$ cat src/rtl/ld_pkg.sv
`default_nettype none
// +----------------------------------------------------------------------+
// | Module : ld_pkg                                                      |
// | Desc   : Shared types and helpers for the load alignment unit.      |
// | Rev    : 1.0  initial release                                        |
// +----------------------------------------------------------------------+
package ld_pkg;

   // RISC-V load funct3 encodings
   typedef enum logic [2:0] {
      LD_LB  = 3'b000,
      LD_LH  = 3'b001,
      LD_LW  = 3'b010,
      LD_LD  = 3'b011,
      LD_LBU = 3'b100,
      LD_LHU = 3'b101,
      LD_LWU = 3'b110,
      LD_BAD = 3'b111
   } ld_sel_e;

   // Control FSM states
   typedef enum logic [1:0] {
      ST_IDLE = 2'd0,
      ST_RD0  = 2'd1,
      ST_RD1  = 2'd2,
      ST_RESP = 2'd3
   } ld_state_e;

   // Access size in bytes; bit 2 (unsigned flag) does not change the size
   function automatic logic [3:0] ld_size(input logic [2:0] sel);
      logic [3:0] sz;
      case (sel[1:0])
         2'b00:   sz = 4'd1;
         2'b01:   sz = 4'd2;
         2'b10:   sz = 4'd4;
         default: sz = 4'd8;
      endcase
      return sz;
   endfunction

endpackage
`default_nettype wire

$ cat src/rtl/ld_align_unit_if.sv
`default_nettype none
// +----------------------------------------------------------------------+
// | Module : ld_align_unit_if                                            |
// | Desc   : Request, memory and response signals of the load unit.     |
// | Rev    : 1.0  initial release                                        |
// +----------------------------------------------------------------------+
interface ld_align_unit_if #(
   parameter int XLEN   = 32,
   parameter int ADDR_W = 32
);
   logic              req_valid;
   logic              req_ready;
   logic [ADDR_W-1:0] req_addr;
   logic [2:0]        req_sel;
   logic              mem_req;
   logic [ADDR_W-1:0] mem_addr;
   logic              mem_rvalid;
   logic [XLEN-1:0]   mem_rdata;
   logic              rsp_valid;
   logic              rsp_ready;
   logic [XLEN-1:0]   rsp_data;
   logic              rsp_err;

   // Environment side: issues requests, serves memory, consumes responses
   modport master (
      output req_valid, req_addr, req_sel, mem_rvalid, mem_rdata, rsp_ready,
      input  req_ready, mem_req, mem_addr, rsp_valid, rsp_data, rsp_err
   );

   // Load unit side
   modport slave (
      input  req_valid, req_addr, req_sel, mem_rvalid, mem_rdata, rsp_ready,
      output req_ready, mem_req, mem_addr, rsp_valid, rsp_data, rsp_err
   );
endinterface
`default_nettype wire

$ cat src/rtl/ld_extract.sv
`default_nettype none
// +----------------------------------------------------------------------+
// | Module : ld_extract                                                  |
// | Desc   : Selects the addressed bytes from a two-word window and      |
// |          sign/zero extends them to XLEN.                             |
// | Rev    : 1.0  initial release                                        |
// +----------------------------------------------------------------------+
module ld_extract
   import ld_pkg::*;
#(
   parameter int XLEN = 32,
   parameter int OFFW = $clog2(XLEN / 8)
) (
   input  logic [2*XLEN-1:0] win_i,
   input  logic [OFFW-1:0]   off_i,
   input  logic [2:0]        sel_i,
   output logic [XLEN-1:0]   res_o
);
   logic [XLEN-1:0] shifted;

   // Bring the first addressed byte down to bit 0
   assign shifted = XLEN'(win_i >> {off_i, 3'b000});

   // Trim to access size and extend according to the load type
   always_comb begin
      res_o = shifted;
      case (sel_i)
         LD_LB:   res_o = XLEN'($signed(shifted[7:0]));
         LD_LH:   res_o = XLEN'($signed(shifted[15:0]));
         LD_LW:   res_o = XLEN'($signed(shifted[31:0]));
         LD_LBU:  res_o = XLEN'(shifted[7:0]);
         LD_LHU:  res_o = XLEN'(shifted[15:0]);
         LD_LWU:  res_o = XLEN'(shifted[31:0]);
         default: res_o = shifted;
      endcase
   end
endmodule
`default_nettype wire

$ cat src/rtl/ld_align_unit.sv
`default_nettype none
// +----------------------------------------------------------------------+
// | Module : ld_align_unit                                               |
// | Desc   : Load unit that reads one or two memory words, aligns and    |
// |          extends the result, and flags illegal/misaligned loads.     |
// | Rev    : 1.0  initial release                                        |
// +----------------------------------------------------------------------+
module ld_align_unit
   import ld_pkg::*;
#(
   parameter int XLEN        = 32,
   parameter int ADDR_W      = 32,
   parameter bit MISALIGN_EN = 1'b1
) (
   input  logic         clk,
   input  logic         rst,
   ld_align_unit_if.slave bus
);
   localparam int NB   = XLEN / 8;
   localparam int OFFW = $clog2(NB);

   localparam logic [1:0] S_IDLE = ST_IDLE;
   localparam logic [1:0] S_RD0  = ST_RD0;
   localparam logic [1:0] S_RD1  = ST_RD1;
   localparam logic [1:0] S_RESP = ST_RESP;

   logic [1:0]        state_q, state_d;
   logic [ADDR_W-1:0] addr_q;
   logic [2:0]        sel_q;
   logic              split_q;
   logic              err_q;
   logic [XLEN-1:0]   lo_q;
   logic [XLEN-1:0]   hi_q;

   logic              accept;
   logic [4:0]        req_end;
   logic              req_split;
   logic              req_bad_sel;
   logic              req_illegal;
   logic [ADDR_W-1:0] base;
   logic [XLEN-1:0]   ext;

   // Request decode: a load spills into the next word when it runs past the word end
   assign accept      = bus.req_valid && (state_q == S_IDLE);
   assign req_end     = 5'(bus.req_addr[OFFW-1:0]) + 5'(ld_size(bus.req_sel));
   assign req_split   = req_end > 5'(NB);
   assign req_bad_sel = (bus.req_sel == LD_BAD) ||
                        ((XLEN == 32) && ((bus.req_sel == LD_LD) || (bus.req_sel == LD_LWU)));
   assign req_illegal = req_bad_sel || (req_split && !MISALIGN_EN);

   assign base = {addr_q[ADDR_W-1:OFFW], OFFW'(0)};

   // Next-state selection
   always_comb begin
      state_d = state_q;
      case (state_q)
         S_IDLE:  if (accept) state_d = req_illegal ? S_RESP : S_RD0;
         S_RD0:   if (bus.mem_rvalid) state_d = split_q ? S_RD1 : S_RESP;
         S_RD1:   if (bus.mem_rvalid) state_d = S_RESP;
         default: if (bus.rsp_ready) state_d = S_IDLE;
      endcase
   end

   // State, request capture and memory word capture
   always_ff @(posedge clk or posedge rst) begin
      if (rst) begin
         state_q <= S_IDLE;
         addr_q  <= '0;
         sel_q   <= '0;
         split_q <= 1'b0;
         err_q   <= 1'b0;
         lo_q    <= '0;
         hi_q    <= '0;
      end else begin
         state_q <= state_d;
         if (accept) begin
            addr_q  <= bus.req_addr;
            sel_q   <= bus.req_sel;
            split_q <= req_split;
            err_q   <= req_illegal;
            lo_q    <= '0;
            hi_q    <= '0;
         end
         if ((state_q == S_RD0) && bus.mem_rvalid) lo_q <= bus.mem_rdata;
         if ((state_q == S_RD1) && bus.mem_rvalid) hi_q <= bus.mem_rdata;
      end
   end

   ld_extract #(
      .XLEN (XLEN),
      .OFFW (OFFW)
   ) u_extract (
      .win_i ({hi_q, lo_q}),
      .off_i (addr_q[OFFW-1:0]),
      .sel_i (sel_q),
      .res_o (ext)
   );

   assign bus.req_ready = (state_q == S_IDLE);
   assign bus.mem_req   = (state_q == S_RD0) || (state_q == S_RD1);
   assign bus.mem_addr  = (state_q == S_RD0) ? base :
                          (state_q == S_RD1) ? base + ADDR_W'(NB) : '0;
   assign bus.rsp_valid = (state_q == S_RESP);
   assign bus.rsp_err   = (state_q == S_RESP) && err_q;
   // Error responses carry zero data
   assign bus.rsp_data  = ((state_q == S_RESP) && !err_q) ? ext : '0;
endmodule
`default_nettype wire
$ cat src/flat_wrapper.sv
// flat-port wrapper written by rule: the top's interface ports become plain ports
module ld_align_unit_flat import ld_pkg::*;
#(
   parameter int XLEN        = 32,
   parameter int ADDR_W      = 32,
   parameter bit MISALIGN_EN = 1'b1
)
  (clk, rst, bus_req_valid, bus_req_addr, bus_req_sel, bus_mem_rvalid, bus_mem_rdata, bus_rsp_ready, bus_req_ready, bus_mem_req, bus_mem_addr, bus_rsp_valid, bus_rsp_data, bus_rsp_err);
  ld_align_unit_if #(.XLEN(XLEN), .ADDR_W(ADDR_W)) bus_i ();
  input  logic clk;
  input  logic rst;
  input wire logic [$bits(bus_i.req_valid)-1:0] bus_req_valid;
  input wire logic [$bits(bus_i.req_addr)-1:0] bus_req_addr;
  input wire logic [$bits(bus_i.req_sel)-1:0] bus_req_sel;
  input wire logic [$bits(bus_i.mem_rvalid)-1:0] bus_mem_rvalid;
  input wire logic [$bits(bus_i.mem_rdata)-1:0] bus_mem_rdata;
  input wire logic [$bits(bus_i.rsp_ready)-1:0] bus_rsp_ready;
  output wire logic [$bits(bus_i.req_ready)-1:0] bus_req_ready;
  output wire logic [$bits(bus_i.mem_req)-1:0] bus_mem_req;
  output wire logic [$bits(bus_i.mem_addr)-1:0] bus_mem_addr;
  output wire logic [$bits(bus_i.rsp_valid)-1:0] bus_rsp_valid;
  output wire logic [$bits(bus_i.rsp_data)-1:0] bus_rsp_data;
  output wire logic [$bits(bus_i.rsp_err)-1:0] bus_rsp_err;
  assign bus_i.req_valid = bus_req_valid;
  assign bus_i.req_addr = bus_req_addr;
  assign bus_i.req_sel = bus_req_sel;
  assign bus_i.mem_rvalid = bus_mem_rvalid;
  assign bus_i.mem_rdata = bus_mem_rdata;
  assign bus_i.rsp_ready = bus_rsp_ready;
  assign bus_req_ready = bus_i.req_ready;
  assign bus_mem_req = bus_i.mem_req;
  assign bus_mem_addr = bus_i.mem_addr;
  assign bus_rsp_valid = bus_i.rsp_valid;
  assign bus_rsp_data = bus_i.rsp_data;
  assign bus_rsp_err = bus_i.rsp_err;
  ld_align_unit #(.XLEN(XLEN), .ADDR_W(ADDR_W), .MISALIGN_EN(MISALIGN_EN)) u_core (.clk(clk), .rst(rst), .bus(bus_i));
endmodule
$ cat config.mk
export PLATFORM = sky130hd
export DESIGN_NAME = ld_align_unit_flat
export DESIGN_NICKNAME = d
export VERILOG_FILES = /design/src/rtl/ld_pkg.sv /design/src/rtl/ld_align_unit_if.sv /design/src/rtl/ld_extract.sv /design/src/rtl/ld_align_unit.sv /design/src/flat_wrapper.sv
export SDC_FILE = /design/constraint.sdc
export NUM_CORES = 1
export LEC_CHECK = 0
export BUFFER_PORTS_ARGS = -buffer_cell sky130_fd_sc_hd__buf_2
export CAP_MARGIN = 20
export CORE_MARGIN = 1.5
export CORE_UTILIZATION = 35
export DETAILED_ROUTE_END_ITERATION = 8
export PLACE_DENSITY = 0.64
export SKIP_LAST_GASP = 1
export SYNTH_ARGS = -nofsm -noshare
export SYNTH_HDL_FRONTEND = slang
export SYNTH_HIERARCHICAL = 1
export SYNTH_SLANG_ARGS = --single-unit
$ cat constraint.sdc
create_clock -name clk -period 5.45 [get_ports clk]
set_clock_uncertainty 0.1 [all_clocks]
set_input_delay 1.635 -clock clk [delete_from_list [all_inputs] [get_ports clk]]
set_output_delay 1.635 -clock clk [all_outputs]
set_load 0.02 [all_outputs]
==> metrics.md <==
| Metric | Value |
|---|---|
| Gr usage total | 0.189 |
| CP Max Fanout | 18 |
| Resized Gates After CTS | 0 |
| Max_cap viols | 0 |
| Antenna viol nets, final | 0 |
| Die H | between 100 and 150 um |
| First-pass GRT wire length | 26300 um |
| RSZ-0062 raised after global routing | false |
| Final Cell Area | between 7000 and 8000 um^2 |
| Fin Setup TNS | 0 ns |
| CTS max path bufs | 2 |
| Core Box Area | 16500 um^2 |
| Final #Nets | 729 |
| Post-place setup slack | just over 0.9 ns |
| Final Hold Fails | 0 |
| Worst-Skew Late Latency | approximately 0.35 ns |
| Worst slew pin tran | roughly 0.76 ns |
| Nature of the critical path startpoint | flop |
| Die area | 17600 um^2 |
| Gp weighted congestion | 0.904 |
| P_leak | between 0.003 and 0.004 uW |
| CP Buf/Inv Count | 3 |
| Clock tree sinks | between 90 and 100 |
| CTS tree | built |
| Setup violations, final | 0 |
| PortBufs | approximately 140 |
| PnR worst setup slack | approximately 0.51 ns |
| Initial DRC count | ~370 |
| Dpl cell area | around 6700 um^2 |
| Initial core utilization | 0.356 |
| Postcts setup bufs | 0 |
| # rows | between 40 and 50 |
| Layout Area Growth over Synthesis | 19.2% |
| WS Path Type | reg -> out |
| Layout cells sized above 1 | 0.370 |
| Status | completed |
| Slowest stage cell on the critical path | or4_1 |
| DRC | 0 |
| Crit path time final | between 4 and 5 ns |
| CP max stage delay | about 0.70 ns |
| Routed vias/inst | 5.59 |
| Peak supply drop | between 200 and 250 uV |
| Clock root cell | clkbuf_16 |
| Largest net degree at the start of global routing | 38 |
| Vias in the first global route | 4870 |
| Critical path arrival | between 3 and 4 ns |
| Mapped cell area | a little under 6000 um^2 |
| CTS clk-pin slew, worst paths | around 0.07 ns |
| Tcrit/Tclk final | 0.907 |
| WL/cell | 18.5 um |
| Antenna violations before repair | 1 |
| Mean Syn Cell Area | about 11 um^2 |
| TritonCTS Buffers | 9 |
| Setup crit end kind | output pin |
| Slew HR | 0.493 |
| Power Density | 620 nW/um^2 |
| Worst hold slack | between 0.4 and 0.5 ns |
| Via count | 4889 |
| Boundary Pins | 140 |
| HPWL after detailed placement | about 11000 um |
| Total grt overflow | 0 |
| Hold crit path type | reg -> reg |
| CP Data Required Time | ~3.7 ns |
| H-Tree Depth | 3 |
| Slew Limit Fails | 0 |
| Pre-Repair DR Iteration Count | 5 |
| Crit-path cells | inv_1 > ha_1 > buf_4 > nand4b_1 > or4_1 > nor4_1 > mux2i_1 > buf_2 |
| Gate count of the mapped netlist | 540 |
| Syn. warnings | 6 |
| DIE WIDTH | about 130 um |
| Wirelength, routed | between 15000 and 20000 um |
| Crit path max-delay family | simple AND/OR/NAND/NOR gates |
| Fmax | 0.202 GHz |
| Hold buffers post-CTS | 0 |
flip-flops by register name (all words and copies together) (netlist names):
signal / cells
u_core/split_q: 1
u_core/state_q: 2
u_core/sel_q: 3
u_core/addr_q: 32
u_core/err_q: 1
u_core/lo_q: 32
u_core/hi_q: 24
routing by layer:
layer,GRT usage,wire (um),part of all wire,vias to the layer above
li1,-,-,-,2238
met1,0.244,6850,0.42,2448
met3,0.0307,862,0.053,21
met2,0.325,8220,0.51,182
met4,0.0629,255,0.016,0
met5,0,0,0,-
worst register-to-register path: cells and delay by family, from the launching register on:
kind | cells | cell delay [ns]
fa+ha+maj | 1 | 0.30
flops | 1 | 0.40
mux | 1 | 0.39
simple gates | 1 | 0.59
buf+inv | 2 | 0.51
layout make-up:
| class | count | area (um^2) |
|---|---|---|
| multi-input cells | 379 | 3210 |
| well taps | 220 | 275 |
| diodes | 1 | 2.50 |
| clock buffers | 9 | 225 |
| fillers | 1588 | 9510 |
| repair buffers | 149 | 788 |
| inverters | 15 | 57.6 |
| flip-flops and latches | 95 | 2380 |
| clock inverters | 7 | 70.1 |
power breakdown:
group	switching [uW]	leakage, uW	internal, uW
registers	427	0.00120	1030
clock network	316	0.000147	325
logic	1190	0.00186	1060
cell usage in the layout, fill, tap and decap left out, drive strengths merged, types with 4 or more instances in the layout:
cell    count
or4        12
and2       36
nand2      39
clkbuf      9
mux2       36
buf       149
nand3      11
xnor2       6
a22o       56
xor2        4
nor2       14
or3         4
o21ai      43
a21oi      18
nor4        8
mux4       34
nand4      12
inv        19
o31ai       7
ha          7
mux2i       4
dfrtp      95
stage by stage:
step | util | cells | power, uW
4_1_cts | 0.423 | 873 | 4350
6_report | 0.424 | 875 | 4350
5_1_grt | 0.424 | 875 | 4650
2_1_floorplan | - | 541 | 3090
3_5_place_dp | 0.405 | 857 | 3690
3_3_place_gp | 0.405 | 857 | 3620
path summary, 6_finish.rpt:
| path | slack [ns] | endpoint | cells after the start | from |
|---|---|---|---|---|
| hold / removal | 0.40 | u_core/lo_q[1] | 1 | u_core/lo_q[1] |
| setup / recovery | 0.51 | bus_mem_addr[31] | 8 | u_core/state_q[1] |
| hold reg to reg | 0.40 | u_core/lo_q[1] | 1 | u_core/lo_q[1] |
| setup reg to reg | 3.05 | u_core/addr_q[17] | 5 | u_core/state_q[1] |
| max in group asynchronous | 3.05 | u_core/hi_q[16] | 3 | rst |
| min in group asynchronous | 1.26 | u_core/state_q[1] | 2 | rst |
(Power assumes the default switching activity.)
